===== src/rtl/signed_bcd_converter_16_if.sv =====
`default_nettype none
// ============================================================================
// Module      : signed_bcd_converter_16_if
// Description : Handshake and data bundle between the calculator control
//               logic and the signed binary-to-BCD converter.
//               master : drives Start_in / Mag_in16 / Is_negative_in,
//                        observes the converter results.
//               slave  : the converter side.
//   Start_in       1  conversion request
//   Mag_in16      16  unsigned magnitude to convert
//   Is_negative_in 1  sign of the value (1 = negative)
//   Busy_out       1  conversion in progress
//   Done_out       1  one-cycle pulse, results valid
//   Bcd_out20     20  packed BCD, [19:16] ten-thousands ... [3:0] units
//   Sign_out       1  display sign (negative zero shows as positive)
//   Digit_en_out5  5  leading-zero blanking mask, bit i enables digit i
// Revision    : 1.0 - initial release
// ============================================================================
interface signed_bcd_converter_16_if;
    logic        Start_in;
    logic [15:0] Mag_in16;
    logic        Is_negative_in;
    logic        Busy_out;
    logic        Done_out;
    logic [19:0] Bcd_out20;
    logic        Sign_out;
    logic [4:0]  Digit_en_out5;

    modport master (
        output Start_in, Mag_in16, Is_negative_in,
        input  Busy_out, Done_out, Bcd_out20, Sign_out, Digit_en_out5
    );

    modport slave (
        input  Start_in, Mag_in16, Is_negative_in,
        output Busy_out, Done_out, Bcd_out20, Sign_out, Digit_en_out5
    );
endinterface
`default_nettype wire


===== src/rtl/signed_bcd_converter_16.sv =====
`default_nettype none
// ============================================================================
// Module      : signed_bcd_converter_16
// Description : Sequential 16-bit binary to 5-digit BCD converter using one
//               shift-add-3 (double-dabble) iteration per clock. Produces a
//               display sign and a leading-zero mask alongside the digits.
//   Clk_in      1  system clock, rising edge
//   Reset_n_in  1  synchronous active-low reset
//   bus            slave side of signed_bcd_converter_16_if
//                  (start/busy/done handshake, operands, BCD results)
// Revision    : 1.0 - initial release
// ============================================================================
module signed_bcd_converter_16 (
    input  wire logic                  Clk_in,
    input  wire logic                  Reset_n_in,
    signed_bcd_converter_16_if.slave   bus
);

    typedef enum logic [0:0] {
        S_IDLE    = 1'b0,
        S_CONVERT = 1'b1
    } state_t;

    localparam logic [3:0] c_LAST_ITER = 4'd15;

    state_t      r_state,    w_state_nx;
    logic [15:0] r_shift,    w_shift_nx;
    logic [19:0] r_scratch,  w_scratch_nx;
    logic [3:0]  r_count,    w_count_nx;
    logic        r_sign_lat, w_sign_lat_nx;
    logic        r_mag_nz,   w_mag_nz_nx;
    logic [19:0] r_bcd,      w_bcd_nx;
    logic        r_sign,     w_sign_nx;
    logic [4:0]  r_digit_en, w_digit_en_nx;
    logic        r_done,     w_done_nx;

    logic [19:0] w_adj;          // scratch after the conditional +3
    logic [19:0] w_iter_scratch; // scratch after this iteration's shift
    logic [4:0]  w_digit_nz;     // per-digit nonzero flags of w_iter_scratch
    logic [4:0]  w_iter_en;

    // Add-3 correction per nibble; a valid digit <=9 never overflows 4 bits.
    generate
        for (genvar gi = 0; gi < 5; gi++) begin : g_digit
            always_comb begin
                w_adj[4*gi +: 4] = r_scratch[4*gi +: 4];
                if (r_scratch[4*gi +: 4] >= 4'd5)
                    w_adj[4*gi +: 4] = r_scratch[4*gi +: 4] + 4'd3;
            end
            assign w_digit_nz[gi] = |w_iter_scratch[4*gi +: 4];
        end
    endgenerate

    assign w_iter_scratch = {w_adj[18:0], r_shift[15]};

    // A digit is shown when it or any more significant digit is nonzero;
    // the units digit is always shown.
    assign w_iter_en = {w_digit_nz[4],
                        |w_digit_nz[4:3],
                        |w_digit_nz[4:2],
                        |w_digit_nz[4:1],
                        1'b1};

    always_comb begin
        w_state_nx    = r_state;
        w_shift_nx    = r_shift;
        w_scratch_nx  = r_scratch;
        w_count_nx    = r_count;
        w_sign_lat_nx = r_sign_lat;
        w_mag_nz_nx   = r_mag_nz;
        w_bcd_nx      = r_bcd;
        w_sign_nx     = r_sign;
        w_digit_en_nx = r_digit_en;
        w_done_nx     = 1'b0;
        case (r_state)
            S_IDLE: begin
                if (bus.Start_in) begin
                    w_state_nx    = S_CONVERT;
                    w_shift_nx    = bus.Mag_in16;
                    w_sign_lat_nx = bus.Is_negative_in;
                    w_mag_nz_nx   = |bus.Mag_in16;
                    w_scratch_nx  = 20'h00000;
                    w_count_nx    = 4'd0;
                end
            end
            S_CONVERT: begin
                w_scratch_nx = w_iter_scratch;
                w_shift_nx   = {r_shift[14:0], 1'b0};
                w_count_nx   = r_count + 4'd1;
                if (r_count == c_LAST_ITER) begin
                    w_bcd_nx      = w_iter_scratch;
                    // Negative zero is displayed without a minus sign.
                    w_sign_nx     = r_sign_lat & r_mag_nz;
                    w_digit_en_nx = w_iter_en;
                    w_done_nx     = 1'b1;
                    w_state_nx    = S_IDLE;
                end
            end
            default: w_state_nx = S_IDLE;
        endcase
    end

    always_ff @(posedge Clk_in) begin
        if (!Reset_n_in) begin
            r_state    <= S_IDLE;
            r_shift    <= 16'h0000;
            r_scratch  <= 20'h00000;
            r_count    <= 4'd0;
            r_sign_lat <= 1'b0;
            r_mag_nz   <= 1'b0;
            r_bcd      <= 20'h00000;
            r_sign     <= 1'b0;
            r_digit_en <= 5'b00001;
            r_done     <= 1'b0;
        end else begin
            r_state    <= w_state_nx;
            r_shift    <= w_shift_nx;
            r_scratch  <= w_scratch_nx;
            r_count    <= w_count_nx;
            r_sign_lat <= w_sign_lat_nx;
            r_mag_nz   <= w_mag_nz_nx;
            r_bcd      <= w_bcd_nx;
            r_sign     <= w_sign_nx;
            r_digit_en <= w_digit_en_nx;
            r_done     <= w_done_nx;
        end
    end

    assign bus.Busy_out      = (r_state == S_CONVERT);
    assign bus.Done_out      = r_done;
    assign bus.Bcd_out20     = r_bcd;
    assign bus.Sign_out      = r_sign;
    assign bus.Digit_en_out5 = r_digit_en;

endmodule
`default_nettype wire


===== src/flat_wrapper.sv =====
// flat-port wrapper written by rule: the top's interface ports become plain ports
module signed_bcd_converter_16_flat 
  (Clk_in, Reset_n_in, bus_Start_in, bus_Mag_in16, bus_Is_negative_in, bus_Busy_out, bus_Done_out, bus_Bcd_out20, bus_Sign_out, bus_Digit_en_out5);
  signed_bcd_converter_16_if bus_i ();
  input  wire logic Clk_in;
  input  wire logic Reset_n_in;
  input wire logic [$bits(bus_i.Start_in)-1:0] bus_Start_in;
  input wire logic [$bits(bus_i.Mag_in16)-1:0] bus_Mag_in16;
  input wire logic [$bits(bus_i.Is_negative_in)-1:0] bus_Is_negative_in;
  output wire logic [$bits(bus_i.Busy_out)-1:0] bus_Busy_out;
  output wire logic [$bits(bus_i.Done_out)-1:0] bus_Done_out;
  output wire logic [$bits(bus_i.Bcd_out20)-1:0] bus_Bcd_out20;
  output wire logic [$bits(bus_i.Sign_out)-1:0] bus_Sign_out;
  output wire logic [$bits(bus_i.Digit_en_out5)-1:0] bus_Digit_en_out5;
  assign bus_i.Start_in = bus_Start_in;
  assign bus_i.Mag_in16 = bus_Mag_in16;
  assign bus_i.Is_negative_in = bus_Is_negative_in;
  assign bus_Busy_out = bus_i.Busy_out;
  assign bus_Done_out = bus_i.Done_out;
  assign bus_Bcd_out20 = bus_i.Bcd_out20;
  assign bus_Sign_out = bus_i.Sign_out;
  assign bus_Digit_en_out5 = bus_i.Digit_en_out5;
  signed_bcd_converter_16 u_core (.Clk_in(Clk_in), .Reset_n_in(Reset_n_in), .bus(bus_i));
endmodule

===== config.mk =====
export PLATFORM = sky130hd
export DESIGN_NAME = signed_bcd_converter_16_flat
export DESIGN_NICKNAME = d
export VERILOG_FILES = /design/src/rtl/signed_bcd_converter_16_if.sv /design/src/rtl/signed_bcd_converter_16.sv /design/src/flat_wrapper.sv
export SDC_FILE = /design/constraint.sdc
export NUM_CORES = 1
export LEC_CHECK = 0
export CORE_MARGIN = 4
export CORE_UTILIZATION = 45
export CTS_BUF_LIST = sky130_fd_sc_hd__clkbuf_2
export DETAILED_ROUTE_END_ITERATION = 8
export PLACE_DENSITY_LB_ADDON = 0.12
export SLEW_MARGIN = 20
export SYNTH_ARGS = -nofsm -noshare
export SYNTH_HDL_FRONTEND = slang
export SYNTH_SLANG_ARGS = --single-unit

===== constraint.sdc =====
create_clock -name Clk_in -period 2 [get_ports Clk_in]
set_clock_uncertainty 0.2 [all_clocks]
set_input_delay 0.3 -clock Clk_in [delete_from_list [all_inputs] [get_ports Clk_in]]
set_output_delay 0.3 -clock Clk_in [all_outputs]
set_load 0.01 [all_outputs]

==> flow_summary.html, run 1 <==
<table>
<tr><th>Metric</th><th>Value</th></tr>
<tr><th colspan="2">Run status</th></tr>
<tr><td>Outcome</td><td>complete, no violations</td></tr>
<tr><th colspan="2">Timing</th></tr>
<tr><td>Final critical-path required period</td><td>1.94 ns</td></tr>
<tr><td>Sum Neg Setup Slack</td><td>0 ns</td></tr>
<tr><td>Final Cycle Share</td><td>between 90% and 100%</td></tr>
<tr><td>Number of max-slew violations in the final report</td><td>0</td></tr>
<tr><td>Final worst hold slack</td><td>0.201 ns</td></tr>
<tr><td>Final Hold Violating Endpoints</td><td>0</td></tr>
<tr><td>Max Clk Rate</td><td>slightly above 0.5 GHz</td></tr>
<tr><td>Number of setup violations in the final report</td><td>0</td></tr>
<tr><td>RSZ-0062 raised after global routing</td><td>true</td></tr>
<tr><th colspan="2">Clock tree</th></tr>
<tr><td>Worst skew pair latency</td><td>0.49 ns</td></tr>
<tr><td>CTS hold repair buffers</td><td>0</td></tr>
<tr><td>Cell at the root of the clock tree</td><td>clkbuf_2</td></tr>
<tr><td>Number of sinks driven by the clock tree</td><td>69</td></tr>
<tr><td>Buffer depth of the longest clock path</td><td>2</td></tr>
<tr><td>CTS H-tree lvls</td><td>3</td></tr>
<tr><td>Clock tree from TritonCTS</td><td>built</td></tr>
<tr><td>Clock transition at the register clock pins on the worst setup and hold paths after CTS</td><td>roughly 0.18 ns</td></tr>
<tr><td>Number of clock buffers inserted by TritonCTS</td><td>9</td></tr>
<tr><th colspan="2">Placed design</th></tr>
<tr><td>Detailed Place HPWL</td><td>a little under 5000 µm</td></tr>
<tr><td>GP Congestion</td><td>approximately 0.78</td></tr>
<tr><td>Buffers added on ports</td><td>46</td></tr>
<tr><th colspan="2">Flow run</th></tr>
<tr><td>Count of maximum capacitance violations</td><td>0</td></tr>
<tr><th colspan="2">Drt</th></tr>
<tr><td>Total detailed-routing wirelength</td><td>7060 µm</td></tr>
<tr><td>Post-DR vias/cell</td><td>approximately 5.1</td></tr>
<tr><td>Antenna-violating nets left</td><td>0</td></tr>
<tr><td>Average detailed-routed wire length per instance</td><td>about 13 µm</td></tr>
<tr><td>Total via count after detailed routing</td><td>about 2,800</td></tr>
<tr><td>Post-detailed-route DRC marker count</td><td>0</td></tr>
<tr><td>DR iter-0 viols</td><td>about 90</td></tr>
<tr><td>Initial DRT Pass Iterations</td><td>5</td></tr>
<tr><th colspan="2">Critical path</th></tr>
<tr><td>Classification of the worst setup path</td><td>reg2out</td></tr>
<tr><td>Cells along the critical path</td><td>clkdlybuf4s50_1</td></tr>
<tr><td>Buffers plus inverters on the worst setup path</td><td>1</td></tr>
<tr><td>Worst Path Arrival</td><td>around 1.4 ns</td></tr>
<tr><td>Cell with the largest stage delay on the worst path</td><td>clkdlybuf4s50_1</td></tr>
<tr><td>Reg-to-Reg Start</td><td>u_core.r_scratch[16]</td></tr>
<tr><td>R2R setup slack</td><td>approximately 0.09 ns</td></tr>
<tr><td>End of the worst register-to-register path</td><td>u_core.bus.Digit_en_out5[1]</td></tr>
<tr><td>CP Data Required Time</td><td>1.50 ns</td></tr>
<tr><td>Endpoint type of the worst setup path</td><td>output port</td></tr>
<tr><td>Largest incremental delay on the critical path</td><td>about 0.55 ns</td></tr>
<tr><td>Top Family by Delay on Critical Path</td><td>buffers and inverters</td></tr>
<tr><td>Maximum fanout along the worst path</td><td>2</td></tr>
<tr><td>Reg2Reg Depth</td><td>7</td></tr>
<tr><td>Kind of start point of the critical path</td><td>flop</td></tr>
<tr><th colspan="2">Synthesis</th></tr>
<tr><td>Largest family of logic cells by synthesized area</td><td>simple AND/OR/NAND/NOR gates</td></tr>
<tr><td>Top cells by instance count after synthesis</td><td>dfxtp_1 (69), nor2_1 (66), a21oi_1 (58)</td></tr>
<tr><td>Library cells used by synthesis</td><td>between 40 and 50</td></tr>
<tr><td>Average cell area after synthesis</td><td>between 8 and 9 µm²</td></tr>
<tr><td>Largest area contributor in the synthesized netlist</td><td>dfxtp_1</td></tr>
<tr><td>Number of enable-type register cells in the synthesized netlist</td><td>0</td></tr>
<tr><td>Synth Cell Area</td><td>3380 µm²</td></tr>
<tr><td>Gate count of the mapped netlist</td><td>just under 400</td></tr>
<tr><td>Most instantiated flip-flop cell in the synthesis netlist</td><td>dfxtp_1</td></tr>
<tr><td>Net count of the mapped netlist</td><td>roughly 430</td></tr>
<tr><td>Cell with the most instances after synthesis</td><td>dfxtp_1</td></tr>
<tr><td>Async SR Flop Fraction</td><td>0%</td></tr>
<tr><td>Area share of xor/xnor cells in the synthesized design</td><td>1.29%</td></tr>
<tr><td>Sequential cell area fraction in the yosys report</td><td>a little over 40%</td></tr>
<tr><td>Multiplexer area fraction after synthesis</td><td>slightly below 9%</td></tr>
<tr><td>Synth Warn #</td><td>0</td></tr>
<tr><td>Fraction of the mapped netlist area in adder cells</td><td>under 10%</td></tr>
<tr><td>Cell types with the largest area share after synthesis</td><td>dfxtp_1 (41%), a21oi_1 (8.6%), nor2_1 (7.3%)</td></tr>
<tr><td>Number of flip-flops and latches in the synthesized netlist</td><td>just under 70</td></tr>
<tr><td>Synth Area in Simple Gates</td><td>between 20% and 30%</td></tr>
<tr><td>Fraction of the mapped netlist area in compound gates</td><td>~17%</td></tr>
<tr><td>Area share of the largest cell type after synthesis</td><td>between 40% and 50%</td></tr>
<tr><th colspan="2">Global routing</th></tr>
<tr><td>Via count of the first global-routing pass</td><td>about 2,600</td></tr>
<tr><td>Maximum number of pins on one net before global-route repair</td><td>between 60 and 70</td></tr>
<tr><td>First-pass GRT wire length</td><td>12,000 µm</td></tr>
<tr><td>Global routing usage summed across all routing layers</td><td>16.9%</td></tr>
<tr><td>Grt total ovfl</td><td>0</td></tr>
<tr><td>Number of antenna violations at the first check in global routing</td><td>0</td></tr>
<tr><th colspan="2">Hold path</th></tr>
<tr><td>Worst hold path type</td><td>in2reg</td></tr>
<tr><td>Hold-critical path depth</td><td>3</td></tr>
<tr><td>Min-Delay Endpoint</td><td>u_core.r_sign_lat</td></tr>
<tr><td>Hold Startpoint</td><td>bus_Is_negative_in</td></tr>
<tr><th colspan="2">Cells and area</th></tr>
<tr><td>Fraction of layout instances using a drive strength above 1</td><td>13.3%</td></tr>
<tr><td>Area of the multi-input gates</td><td>around 1800 µm²</td></tr>
<tr><td>Final net count</td><td>480</td></tr>
<tr><td>Antenna diode instance count</td><td>0</td></tr>
<tr><td>FF/Latch Area</td><td>approximately 1400 µm²</td></tr>
<tr><td>Final-layout fill cell count</td><td>728</td></tr>
<tr><td>Layout overhead on the synthesized area</td><td>22.4%</td></tr>
<tr><th colspan="2">Pwr</th></tr>
<tr><td>Switching power share of the total</td><td>25.0%</td></tr>
<tr><td>Leakage component of the power</td><td>between 1.5 and 2 nW</td></tr>
<tr><td>P_int</td><td>between 0.0015 and 0.002 W</td></tr>
<tr><td>Combinational share of power</td><td>9.0%</td></tr>
<tr><td>Power per Cell Area</td><td>around 570 nW/µm²</td></tr>
<tr><td>Portion of total power attributed to the clock network</td><td>a little under a third</td></tr>
<tr><td>Worst voltage drop across the vdd grid</td><td>0.000358 V</td></tr>
<tr><td>Sequential share of power</td><td>between 50% and 60%</td></tr>
<tr><td>Net switching component of the power</td><td>0.000595 W</td></tr>
<tr><th colspan="2">Floorplanning</th></tr>
<tr><td>Die Span Y</td><td>approximately 95 µm</td></tr>
<tr><td>Die Footprint</td><td>8970 µm²</td></tr>
<tr><td>Die span in x</td><td>94.7 µm</td></tr>
<tr><td>Starting density of the core</td><td>46.4%</td></tr>
<tr><td>Ports placed on the boundary</td><td>48</td></tr>
<tr><td>Floorplan Core Area</td><td>between 7000 and 8000 µm²</td></tr>
<tr><td>Number of placement rows</td><td>31</td></tr>
</table>
==> routing by layer <==
layer | global-route usage (%) | wire length [µm] | up-vias
li1 | - | - | 1480
met1 | 21.2 | 3300 | 1264
met2 | 28.1 | 3360 | 48
met3 | 3.51 | 271 | 12
met4 | 7.45 | 131 | 0
met5 | 0 | 0 | -
==> logic make-up after synthesis <==
kind of cell,after synthesis
AND/OR/NAND/NOR,151
AO/OA/AOI/OAI,95
flip-flops,69
buffers and inverters,37
multiplexers,28
adder cells (fa/ha/maj),11
XOR/XNOR,5
other,1
==> worst max-delay path by stage <==
stage / cells after the start / slack [ns] / to / startpoint
2_1_floorplan: 7 / 0.04 / u_core.bus.Digit_en_out5[1] / u_core.r_scratch[8]
3_3_place_gp: 7 / 0.1 / u_core.bus.Digit_en_out5[1] / u_core.r_scratch[17]
3_5_place_dp: 7 / 0.06 / u_core.bus.Digit_en_out5[1] / u_core.r_scratch[9]
4_1_cts: 1 / 0.01 / bus_Busy_out / u_core.bus.Busy_out
5_1_grt: 1 / -0.04 / bus_Digit_en_out5[1] / u_core.bus.Digit_en_out5[1]
6_report: 1 / 0.06 / bus_Digit_en_out5[1] / u_core.bus.Digit_en_out5[1]
==> area by class of cell <==
class,instances,share of cell area [%]
tap,99,2.99
inverter,12,1.09
clock inverter,3,0.937
timing repair buffer,66,15.4
clock buffer,11,1.33
sequential,69,33.6
multi-input combinational,291,44.6
==> power groups by stage <==
stage,logic [W],registers [W],clock network [W]
detailed placement,0.000212,0.00145,0
floorplan,0.000133,0.00144,0
global placement,0.000209,0.00145,0
global route,0.000241,0.00142,0.000823
CTS,0.000213,0.00142,0.000773
finish,0.000215,0.00142,0.000744
==> stage by stage <==
stage                     worst slack, ns  power [W]  util [%]  instances  area (µm²)
after detailed placement           0.0647    0.00166      54.9        534        4010
after global placement             0.0980    0.00166      54.9        534        4010
after global routing              -0.0363    0.00249      56.8        551        4140
final                              0.0554    0.00238      56.8        551        4140
after floorplan                    0.0372    0.00158         -        397        3380
after CTS                          0.0146    0.00241      56.2        548        4100
==> placed cells by master (no fill, tap or decap), types with 2 or more instances in the layout <==
cell type        instances
a21oi_4                  2
nand3b_4                 2
inv_1                   11
nor2_1                  66
nand2_1                 29
a21o_1                   4
mux2i_1                 24
xnor2_1                  5
a31oi_1                  2
buf_12                   2
nor3b_1                 14
o21ai_2                  2
and2_1                   3
nand3_1                  4
buf_4                   18
nor4_1                   4
o21ai_0                 11
a211oi_1                 7
clkbuf_2                11
nand2b_1                 8
and4_1                   2
nor3_1                  11
mux2_2                   3
clkdlybuf4s50_1         45
dfxtp_1                 62
a21oi_1                 58
dfxtp_2                  6
ha_1                     9
ha_2                     2
==> state kept, by name, summed over array words and instances (netlist names) <==
name,count
u_core.bus.Bcd_out20,20
u_core.r_mag_nz,1
u_core.r_sign_lat,1
u_core.r_shift,16
u_core.bus.Done_out,1
u_core.bus.Sign_out,1
u_core.bus.Busy_out,1
u_core.r_count,4
u_core.r_scratch,20
u_core.bus.Digit_en_out5,4
==> repair_timing <==
action / CTS / global route
setup buffers: 0 / 3
pin swaps: 0 / 3
endpoints found under the setup margin: 1 / 8
resized for setup: 1 / 9
cloned: 0 / 0
Power figures use the tool's default switching activity.
==> run 2: changes to the inputs <==
--- a/config.mk
+++ b/config.mk
@@ -5,11 +5,12 @@
 export SDC_FILE = /design/constraint.sdc
 export NUM_CORES = 1
 export LEC_CHECK = 0
-export CORE_MARGIN = 4
+export CORE_ASPECT_RATIO = 1.5
 export CORE_UTILIZATION = 45
 export CTS_BUF_LIST = sky130_fd_sc_hd__clkbuf_2
 export DETAILED_ROUTE_END_ITERATION = 8
 export PLACE_DENSITY_LB_ADDON = 0.12
+export SKIP_LAST_GASP = 1
 export SLEW_MARGIN = 20
 export SYNTH_ARGS = -nofsm -noshare
 export SYNTH_HDL_FRONTEND = slang
==> run 2 against run 1 <==
Final area grew 3.4%. Critical endpoint is now bus_Busy_out. Utilization grew 2.0 points. Non-clock buffer count grew 5. Global-route usage increased by 2.6 points. Sequential cell count unchanged.
==> flow_summary.html, run 2 (same netlist as run 1, synthesis figures left out) <==
<table>
<tr><th>Metric</th><th>Value</th></tr>
<tr><th colspan="2">Cells and area</th></tr>
<tr><td>Most frequent cells in the layout</td><td>nor2_1 (66), dfxtp_1 (61), a21oi_1 (58)</td></tr>
<tr><td>Antenna diode instance count</td><td>0 (unchanged)</td></tr>
<tr><td>Fraction of layout instances using a drive strength above 1</td><td>15.9% (+2.6 points)</td></tr>
<tr><td>Most frequent standard cell in the layout excluding fill and tap cells</td><td>nor2_1</td></tr>
<tr><td>Final net count</td><td>485 (+1.0%)</td></tr>
<tr><td>Final-layout fill cell count</td><td>684 (-6.0%)</td></tr>
<tr><td>Layout overhead on the synthesized area</td><td>26.5%</td></tr>
<tr><td>Final design utilization</td><td>58.8% (+2.0 points)</td></tr>
<tr><th colspan="2">Timing</th></tr>
<tr><td>Number of setup violations in the final report</td><td>0 (unchanged)</td></tr>
<tr><td>Final Cycle Share</td><td>96.0% (-1.2 points)</td></tr>
<tr><td>RSZ-0062 raised after global routing</td><td>true</td></tr>
<tr><td>Sum Neg Setup Slack</td><td>0 ns (unchanged)</td></tr>
<tr><td>Final critical-path required period</td><td>1.92 ns (-0.0242 ns)</td></tr>
<tr><td>Number of max-slew violations in the final report</td><td>0 (unchanged)</td></tr>
<tr><td>Fin worst setup slack</td><td>0.0796 ns (+0.0242 ns)</td></tr>
<tr><td>Final worst hold slack</td><td>0.195 ns (-0.00587 ns)</td></tr>
<tr><td>Max Clk Rate</td><td>0.521 GHz (+1.3%)</td></tr>
<tr><td>Final Hold Violating Endpoints</td><td>0 (unchanged)</td></tr>
<tr><th colspan="2">Critical path</th></tr>
<tr><td>Cells along the critical path</td><td>clkdlybuf4s50_1</td></tr>
<tr><td>Top Family by Delay on Critical Path</td><td>buffers and inverters</td></tr>
<tr><td>Endpoint type of the worst setup path</td><td>output port</td></tr>
<tr><td>CP Data Required Time</td><td>1.50 ns (about the same)</td></tr>
<tr><td>Cell with the largest stage delay on the worst path</td><td>clkdlybuf4s50_1</td></tr>
<tr><td>Worst Path Arrival</td><td>1.42 ns (-0.02 ns)</td></tr>
<tr><td>Maximum fanout along the worst path</td><td>2 (unchanged)</td></tr>
<tr><td>Kind of start point of the critical path</td><td>flop</td></tr>
<tr><td>R2R setup slack</td><td>0.09 ns (about the same)</td></tr>
<tr><td>Largest incremental delay on the critical path</td><td>0.53 ns (-0.02 ns)</td></tr>
<tr><td>Buffers plus inverters on the worst setup path</td><td>1 (unchanged)</td></tr>
<tr><td>Classification of the worst setup path</td><td>reg2out</td></tr>
<tr><th colspan="2">Placed design</th></tr>
<tr><td>Buffers added on ports</td><td>46 (unchanged)</td></tr>
<tr><td>GP Congestion</td><td>0.781 (about the same)</td></tr>
<tr><td>Minimum setup slack after placement</td><td>0.0248 ns (-0.0399 ns)</td></tr>
<tr><td>Detailed Place HPWL</td><td>4900 µm (-0.46%)</td></tr>
<tr><th colspan="2">Clock tree</th></tr>
<tr><td>Number of clock buffers inserted by TritonCTS</td><td>9 (unchanged)</td></tr>
<tr><td>Buffer depth of the longest clock path</td><td>2 (unchanged)</td></tr>
<tr><td>Worst skew pair latency</td><td>0.50 ns (about the same)</td></tr>
<tr><td>CTS H-tree lvls</td><td>3 (unchanged)</td></tr>
<tr><td>Cell at the root of the clock tree</td><td>clkbuf_2</td></tr>
<tr><td>Clock tree from TritonCTS</td><td>built</td></tr>
<tr><td>Number of sinks driven by the clock tree</td><td>69 (unchanged)</td></tr>
<tr><td>Clock transition at the register clock pins on the worst setup and hold paths after CTS</td><td>0.19 ns (about the same)</td></tr>
<tr><td>CTS hold repair buffers</td><td>0 (unchanged)</td></tr>
<tr><th colspan="2">Drt</th></tr>
<tr><td>Total detailed-routing wirelength</td><td>7180 µm (+1.7%)</td></tr>
<tr><td>Post-DR vias/cell</td><td>5.15 (+1.2%)</td></tr>
<tr><td>Post-detailed-route DRC marker count</td><td>0 (unchanged)</td></tr>
<tr><td>Average detailed-routed wire length per instance</td><td>12.8 µm (+0.24%)</td></tr>
<tr><td>Total via count after detailed routing</td><td>2,879 (+2.7%)</td></tr>
<tr><td>DR iter-0 viols</td><td>117 (+31%)</td></tr>
<tr><td>Initial DRT Pass Iterations</td><td>5 (unchanged)</td></tr>
<tr><td>Antenna-violating nets left</td><td>0 (unchanged)</td></tr>
<tr><th colspan="2">Pwr</th></tr>
<tr><td>Combinational share of power</td><td>8.1% (-0.9 points)</td></tr>
<tr><td>Switching power share of the total</td><td>24.1% (-0.88 points)</td></tr>
<tr><td>Worst voltage drop across the vdd grid</td><td>0.000473 V (+32%)</td></tr>
<tr><td>Leakage component of the power</td><td>1.64 nW (+2.5%)</td></tr>
<tr><td>Power per Cell Area</td><td>627 nW/µm² (+9.1%)</td></tr>
<tr><td>P_int</td><td>0.00203 W (+14%)</td></tr>
<tr><td>Total power of the final layout</td><td>0.00268 W (+13%)</td></tr>
<tr><td>Portion of total power attributed to the clock network</td><td>39.0% (+7.7 points)</td></tr>
<tr><td>Sequential share of power</td><td>52.9% (-6.8 points)</td></tr>
<tr><td>Net switching component of the power</td><td>0.000647 W (+8.7%)</td></tr>
<tr><th colspan="2">Floorplanning</th></tr>
<tr><td>Die span in x</td><td>72.8 µm (-23%)</td></tr>
<tr><td>Starting density of the core</td><td>46.5% (+0.11 points)</td></tr>
<tr><td>Ports placed on the boundary</td><td>48 (unchanged)</td></tr>
<tr><td>Die Footprint</td><td>7870 µm² (-12%)</td></tr>
<tr><td>Die Span Y</td><td>108 µm (+14%)</td></tr>
<tr><td>Floorplan Core Area</td><td>7270 µm² (-0.24%)</td></tr>
<tr><td>Number of placement rows</td><td>38 (+23%)</td></tr>
<tr><th colspan="2">Global routing</th></tr>
<tr><td>First-pass GRT wire length</td><td>11,900 µm (-0.75%)</td></tr>
<tr><td>Global routing usage summed across all routing layers</td><td>19.6% (+2.6 points)</td></tr>
<tr><td>Maximum number of pins on one net before global-route repair</td><td>65 (unchanged)</td></tr>
<tr><td>Grt total ovfl</td><td>0 (unchanged)</td></tr>
<tr><td>Number of antenna violations at the first check in global routing</td><td>0 (unchanged)</td></tr>
<tr><td>Via count of the first global-routing pass</td><td>2,687 (+1.9%)</td></tr>
<tr><th colspan="2">Run status</th></tr>
<tr><td>Outcome</td><td>complete, no violations</td></tr>
<tr><th colspan="2">Hold path</th></tr>
<tr><td>Worst hold path type</td><td>in2reg</td></tr>
<tr><th colspan="2">Flow run</th></tr>
<tr><td>Count of maximum capacitance violations</td><td>0 (unchanged)</td></tr>
</table>
## run 2: metrics by stage
stage | area [µm²] | cells
after global routing | 4280 | 559
after floorplan | 3380 | 397
after global placement | 4020 | 537
after detailed placement | 4020 | 537
after CTS | 4190 | 554
final | 4280 | 559
## run 2: timing repair
action | CTS | global route
pin swaps | 1 | 5
gates resized for setup | 2 | 18
setup buffers | 1 | 5
gates cloned | 0 | 0
endpoints found under the setup margin | 2 | 5
## run 2: tightest hold or removal path, cell delays in order
cell and delay (ns):
clkdlybuf4s50_1 0.40, mux2i_1 0.13, nor2_1 0.05
## run 2: power by group through the flow
stage                     registers [W]  clock network, W  logic (W)
after floorplan                 0.00144                 0   0.000133
after global placement          0.00145                 0   0.000207
after detailed placement        0.00145                 0   0.000210
after CTS                       0.00142           0.00107   0.000218
after global routing            0.00142           0.00113   0.000240
final                           0.00142           0.00105   0.000216
## run 2: cell type report
class | instances | area [µm²] | area share, %
repair buffers | 71 | 673 | 15.7
well taps | 100 | 125 | 2.92
flip-flops and latches | 69 | 1400 | 32.6
clock buffers | 9 | 45.0 | 1.05
inverters | 12 | 47.5 | 1.11
multi-input cells | 291 | 1880 | 43.9
clock inverters | 7 | 114 | 2.66
## run 2: worst paths after layout
path / depth (start not counted) / end / startpoint
max: 1 / bus_Busy_out / u_core.bus.Busy_out
min: 3 / u_core.r_sign_lat / bus_Is_negative_in
max reg2reg: 7 / u_core.bus.Digit_en_out5[1] / u_core.r_scratch[17]
min reg2reg: 2 / u_core.bus.Bcd_out20[14] / u_core.bus.Bcd_out20[14]
## run 2: per-layer routing
metal | share of wire, % | global-route usage (%) | wire [µm] | vias up
met5 | 0 | 0 | 0 | -
met3 | 3.2 | 3.73 | 230 | 12
met4 | 1.9 | 8.12 | 135 | 0
met1 | 42 | 21.6 | 3020 | 1320
li1 | - | - | - | 1494
met2 | 53 | 35.9 | 3790 | 53
==> run 3: changes to the inputs <==
--- a/config.mk
+++ b/config.mk
@@ -5,6 +5,7 @@
 export SDC_FILE = /design/constraint.sdc
 export NUM_CORES = 1
 export LEC_CHECK = 0
+export CAP_MARGIN = 5
 export CORE_ASPECT_RATIO = 1.5
 export CORE_UTILIZATION = 45
 export CTS_BUF_LIST = sky130_fd_sc_hd__clkbuf_2
==> results of run 3 <==
The final DEF is identical to that of run 2; final timing and power are the same.
